<file path="config.mk">
export PLATFORM = sky130hd
export DESIGN_NAME = byte_word_packer_flat
export DESIGN_NICKNAME = d
export VERILOG_FILES = /design/src/rtl/byte_word_packer_if.sv /design/src/rtl/byte_word_packer.sv /design/src/flat_wrapper.sv
export SDC_FILE = /design/constraint.sdc
export NUM_CORES = 1
export LEC_CHECK = 0
export ABC_AREA = 1
export CORE_MARGIN = 5
export CORE_UTILIZATION = 45
export DETAILED_ROUTE_END_ITERATION = 7
export HOLD_SLACK_MARGIN = 0.05
export PLACE_DENSITY = 0.9
export SYNTH_ARGS = -nofsm -noshare
export SYNTH_HDL_FRONTEND = slang
export SYNTH_SLANG_ARGS = --single-unit
</file>
<file path="constraint.sdc">
create_clock -name clk -period 1.55 [get_ports clk]
set_input_delay 0.3875 -clock clk [delete_from_list [all_inputs] [get_ports clk]]
set_output_delay 0.3875 -clock clk [all_outputs]
set_load 0.005 [all_outputs]
</file>
<file path="src/rtl/byte_word_packer_if.sv">
// rtl/byte_word_packer_if.sv - byte-in / word-out handshake bundle for byte_word_packer
//
// Purpose: groups the byte input handshake, the byte-enabled word output and
//          the hand-off counter into one bundle.
// Signals:
//   in_valid, in_byte[7:0], in_last  byte stream from the upstream source
//   in_ready                         packer accepts a byte this cycle
//   out_ready                        downstream register takes the pending word
//   out_valid, D[15:0], byteena[1:0] pending byte-enabled write
//   word_count[15:0]                 words handed off (wraps at 16'hFFFF)
// Modports: master = source/sink side, slave = the packer.

interface byte_word_packer_if;
  logic        in_valid;
  logic [7:0]  in_byte;
  logic        in_last;
  logic        in_ready;
  logic        out_ready;
  logic        out_valid;
  logic [15:0] D;
  logic [1:0]  byteena;
  logic [15:0] word_count;

  modport master (
    output in_valid, in_byte, in_last, out_ready,
    input  in_ready, out_valid, D, byteena, word_count
  );

  modport slave (
    input  in_valid, in_byte, in_last, out_ready,
    output in_ready, out_valid, D, byteena, word_count
  );
endinterface

</file>
<file path="src/rtl/byte_word_packer.sv">
// rtl/byte_word_packer.sv - packs a byte stream into byte-enabled 16-bit writes
//
// Purpose: collects one or two bytes into a 16-bit word (low byte first) and
//          presents it with a lane mask to a byte-enabled register.
//          States: EMPTY (nothing held), HALF (low byte held), FULL (word pending).
// Ports:
//   clk    - single clock, all state changes on its rising edge
//   reset  - synchronous, active-high
//   bus    - byte_word_packer_if.slave (byte input, word output, word_count)
// Parameter:
//   TIMEOUT_CYCLES - idle HALF cycles before a lone low byte is flushed
// Configuration macro:
//   BWP_TIMEOUT_EN - when defined, a lone low byte is flushed as a 2'b01 word
//                    after TIMEOUT_CYCLES idle cycles; otherwise HALF waits
//                    indefinitely and TIMEOUT_CYCLES is ignored.

module byte_word_packer #(
  parameter int TIMEOUT_CYCLES = 8
) (
  input  logic                clk,
  input  logic                reset,
  byte_word_packer_if.slave   bus
);

  typedef enum logic [1:0] {
    S_EMPTY = 2'd0,
    S_HALF  = 2'd1,
    S_FULL  = 2'd2
  } state_t;

  state_t      r_state;
  logic [15:0] r_d;
  logic [1:0]  r_byteena;
  logic        r_out_valid;
  logic        r_in_ready;
  logic [15:0] r_word_count;
  logic        w_accept;

  assign w_accept = bus.in_valid && r_in_ready;

`ifdef BWP_TIMEOUT_EN
  // Counter runs 0 .. TIMEOUT_CYCLES-1; the cycle it sits at the last value
  // is the TIMEOUT_CYCLES-th idle cycle, so that edge flushes the word.
  localparam int TW = (TIMEOUT_CYCLES > 1) ? $clog2(TIMEOUT_CYCLES) : 1;
  localparam logic [TW-1:0] TO_LAST = TW'(TIMEOUT_CYCLES - 1);

  logic [TW-1:0] r_timeout;
  logic          w_expired;

  assign w_expired = (r_timeout == TO_LAST);
`endif

  always_ff @(posedge clk) begin
    if (reset) begin
      r_state      <= S_EMPTY;
      r_d          <= 16'h0000;
      r_byteena    <= 2'b00;
      r_out_valid  <= 1'b0;
      r_in_ready   <= 1'b1;
      r_word_count <= 16'h0000;
`ifdef BWP_TIMEOUT_EN
      r_timeout    <= '0;
`endif
    end else begin
      case (r_state)
        S_EMPTY: begin
          if (w_accept) begin
            // Loading the high lane with zero keeps single-byte words clean.
            r_d <= {8'h00, bus.in_byte};
            if (bus.in_last) begin
              r_state     <= S_FULL;
              r_byteena   <= 2'b01;
              r_out_valid <= 1'b1;
              r_in_ready  <= 1'b0;
            end else begin
              r_state     <= S_HALF;
            end
          end
        end

        S_HALF: begin
          // A byte arriving on the expiry cycle wins over the flush.
          if (w_accept) begin
            r_d[15:8]   <= bus.in_byte;
            r_state     <= S_FULL;
            r_byteena   <= 2'b11;
            r_out_valid <= 1'b1;
            r_in_ready  <= 1'b0;
`ifdef BWP_TIMEOUT_EN
            r_timeout   <= '0;
          end else if (w_expired) begin
            r_state     <= S_FULL;
            r_byteena   <= 2'b01;
            r_out_valid <= 1'b1;
            r_in_ready  <= 1'b0;
            r_timeout   <= '0;
          end else begin
            r_timeout   <= r_timeout + 1'b1;
`endif
          end
        end

        S_FULL: begin
          if (bus.out_ready) begin
            r_state      <= S_EMPTY;
            r_byteena    <= 2'b00;
            r_out_valid  <= 1'b0;
            r_in_ready   <= 1'b1;
            r_word_count <= r_word_count + 16'd1;
          end
        end

        default: begin
          r_state     <= S_EMPTY;
          r_byteena   <= 2'b00;
          r_out_valid <= 1'b0;
          r_in_ready  <= 1'b1;
        end
      endcase
    end
  end

  assign bus.in_ready   = r_in_ready;
  assign bus.out_valid  = r_out_valid;
  assign bus.D          = r_d;
  assign bus.byteena    = r_byteena;
  assign bus.word_count = r_word_count;

endmodule

</file>
<file path="src/flat_wrapper.sv">
// flat-port wrapper written by rule: the top's interface ports become plain ports
module byte_word_packer_flat 
#(
  parameter int TIMEOUT_CYCLES = 8
)
  (clk, reset, bus_in_valid, bus_in_byte, bus_in_last, bus_out_ready, bus_in_ready, bus_out_valid, bus_D, bus_byteena, bus_word_count);
  byte_word_packer_if bus_i ();
  input  logic clk;
  input  logic reset;
  input wire logic [$bits(bus_i.in_valid)-1:0] bus_in_valid;
  input wire logic [$bits(bus_i.in_byte)-1:0] bus_in_byte;
  input wire logic [$bits(bus_i.in_last)-1:0] bus_in_last;
  input wire logic [$bits(bus_i.out_ready)-1:0] bus_out_ready;
  output wire logic [$bits(bus_i.in_ready)-1:0] bus_in_ready;
  output wire logic [$bits(bus_i.out_valid)-1:0] bus_out_valid;
  output wire logic [$bits(bus_i.D)-1:0] bus_D;
  output wire logic [$bits(bus_i.byteena)-1:0] bus_byteena;
  output wire logic [$bits(bus_i.word_count)-1:0] bus_word_count;
  assign bus_i.in_valid = bus_in_valid;
  assign bus_i.in_byte = bus_in_byte;
  assign bus_i.in_last = bus_in_last;
  assign bus_i.out_ready = bus_out_ready;
  assign bus_in_ready = bus_i.in_ready;
  assign bus_out_valid = bus_i.out_valid;
  assign bus_D = bus_i.D;
  assign bus_byteena = bus_i.byteena;
  assign bus_word_count = bus_i.word_count;
  byte_word_packer #(.TIMEOUT_CYCLES(TIMEOUT_CYCLES)) u_core (.clk(clk), .reset(reset), .bus(bus_i));
endmodule
</file>
==> impl_metrics.py <==
metrics = {
    "yosys": {
        "synth_nets": 226,
        "ys_dominant_reg_cell": "dfxtp_1",
        "yosysWarnings": 0,
        "synth_edf_count": 0,
        "yosysUniqueCellTypes": 24,
        "ys_seq_area_share_pct": 47.3,
        "async_reset_ff_share_pct": 0,
        "synth_seq_cells": 37,
        "synth_area_mm2": 0.00157,
        "synth.avg_cell_area_um2": 7.38,
        "synth_cells": 212,
    },
    "timing": {
        "finalWorstPathRequiredPeriod_ps": 1440,
        "worst_pin_slew_ps": 337,
        "hold_viol_final": 0,
        "finalCritPeriodShare_pct": 93.1,
        "timing.fmax_mhz": 693,
        "drv_slew": 0,
        "rsz0062_at_grt": "yes",
        "setup_viol": 0,
        "skew_ps": 2.93,
        "setup_slack_ps": 107,
        "relSlewSlack_pct": 77.3,
    },
    "cts": {
        "cts_hold_buf": 0,
        "clockBufferDepth": 2,
        "cts_tree": "done",
        "insertion_delay_ps": 340,
        "root_buffer": "clkbuf_4",
        "cts_num_sinks": 37,
        "htreeDepth": 2,
        "cts.clk_slew.worst_paths_ps": 110,
        "cts-buffers-inserted": 5,
    },
    "critical_path": {
        "critPathMaxStageDelay_ps": 330,
        "crit_chain": "buf_4 -> dlygate4sd2_1",
        "start_kind": "register",
        "cp_top_family": "buffers and inverters",
        "cp.required_ps": 1160,
        "crit_fanout": 2,
        "cp_data_arrival_time_ps": 1060,
        "crit_path_end_kind": "output port",
        "reg2reg_slack_ps": 160,
        "crit_slowest_cell": "dfxtp_2",
        "critPathKind": "register to output port",
        "crit_buf_inv": 2,
    },
    "routing": {
        "drt_iter0_markers": 115,
        "wl_um": 4180,
        "vias_per_cell": 4.96,
        "drc": 0,
        "antenna_left": 0,
        "routedWlPerCell_um": 12.4,
        "num_vias": 1677,
        "drtPass1Iterations": 4,
    },
    "global_route": {
        "grt.total_usage_pct": 21.0,
        "antenna_found_initial": 0,
        "met3_usage_pct": 8.43,
        "grt_pass1_wl_um": 7400,
        "grt.met1_usage_pct": 21.7,
        "use_met2_pct": 37.6,
        "grt_max_degree": 12,
        "grt_most_used_layer": "met2",
        "grt_pass1_vias": 1711,
        "grt_overflow": 0,
    },
    "final_layout": {
        "nFillCells": 317,
        "n_antenna_cell": 0,
        "final_cell_area_mm2": 0.00236,
        "layout_common_cells": "47 x nor2_1, 36 x dlygate4sd2_1, 35 x nand2_1",
        "nNetsFinal": 305,
        "final_common_cell": "nor2_1",
        "instances_no_fill": 338,
        "drive_gt1_share_pct": 23.6,
        "final_util_pct": 70.1,
        "syn2layout_area_growth_pct": 50.5,
    },
    "die": {
        "fp.dieH_um": 69.0,
        "core_region_area_mm2": 0.00336,
        "die_width_um": 69.0,
        "ios": 49,
        "dieArea_mm2": 0.00476,
        "start_util_pct": 46.5,
        "num_rows": 21,
    },
    "place": {
        "hpwl_um": 3070,
        "place_congestion": 0.858,
        "dp_slack_ps": -153,
        "dpl-instance-area_mm2": 0.00219,
        "io_buffers": 48,
        "dp.cells": 315,
    },
    "worst_hold_path": {
        "min_path_type": "register to register",
    },
    "power": {
        "irDropWorstVdd_mv": 0.739,
        "p_total_mw": 2.03,
        "power.density_mw_per_mm2": 862,
        "p_leak_nw": 1.16,
    },
    "outcome": {
        "status": "completed",
    },
    "flow_run": {
        "max-cap-violations": 0,
    },
}
==> cell usage after synthesis, types with 2 or more instances <==
library cell	instances	share of area, %
a21oi_1	11	3.5
a22oi_1	8	3.8
buf_2	2	0.64
dfxtp_1	37	47
inv_1	26	6.2
nand2_1	35	8.4
nand3_1	8	2.6
nand4_1	4	1.6
nor2_1	47	11
nor2_4	2	1.4
nor3_1	4	1.3
o21a_1	2	0.96
o21ai_0	15	4.8
==> routing by layer <==
metal,wire length (um),vias to the layer above
li1,-,845
met1,1610,772
met2,2190,48
met3,297,12
met4,86,0
met5,0,-
==> logic make-up (layout without fill, tap and decap cells) <==
group           count (synthesis)  in the layout  synth area share (%)
compound gates                 38             38                  14.1
fa+ha+maj                       1              1                 0.799
simple gates                  105            105                  30.0
flops                          37             37                  47.3
buf+inv                        31            111                  7.83
==> timing repair <==
| item | CTS | global route |
|---|---|---|
| setup buffers | 15 | 0 |
| resized for setup | 65 | 1 |
| endpoints found under the setup margin | 36 | 4 |
| pin swaps | 0 | 1 |
==> flip-flops by register name, indices dropped and copies added, names as in the netlist <==
register	cells
u_core.bus.word_count	16
u_core.r_state	2
u_core.bus.in_ready	1
u_core.bus.D	16
u_core.bus.byteena	2
==> where the power goes <==
group          switching, mW  leakage [nW]  internal [mW]
Clock                  0.315        0.0320          0.173
Combinational          0.237         0.818          0.231
Sequential            0.0419         0.314           1.03
Total                  0.594          1.16           1.44
==> final timing paths <==
path | startpoint | to | cells past startpoint
worst max register to register | u_core.bus.word_count[0] | u_core.bus.word_count[8] | 7
worst min register to register | u_core.bus.D[5] | u_core.bus.D[5] | 2
worst min-delay path | u_core.bus.D[5] | u_core.bus.D[5] | 2
worst max-delay path | u_core.bus.byteena[0] | bus_out_valid | 2
==> layout make-up <==
type	count	area, um^2	share of cell area [%]
clock buffer	6	41.3	1.75
clock inverter	2	10.0	0.425
inverter	27	101	4.30
multi-input combinational	144	708	30.1
sequential	37	779	33.1
tap	46	57.6	2.44
timing repair buffer	76	658	27.9
==> stage by stage <==
step	TNS [ps]	hold slack [ps]
after detailed placement	-2620	470
final	0	485
after global placement	-1540	461
after global routing	-5.49	514
after CTS	0	492
after floorplan	0	464
==> worst reg2reg max path, cell delays in order (launching register included) <==
cell	delay, ps
dfxtp_2	350
buf_4	120
ha_1	200
nand3_1	140
nor2_4	170
nand3_1	120
nor2_1	130
nor3b_2	60
No activity file was read; power rests on OpenSTA's default activity.
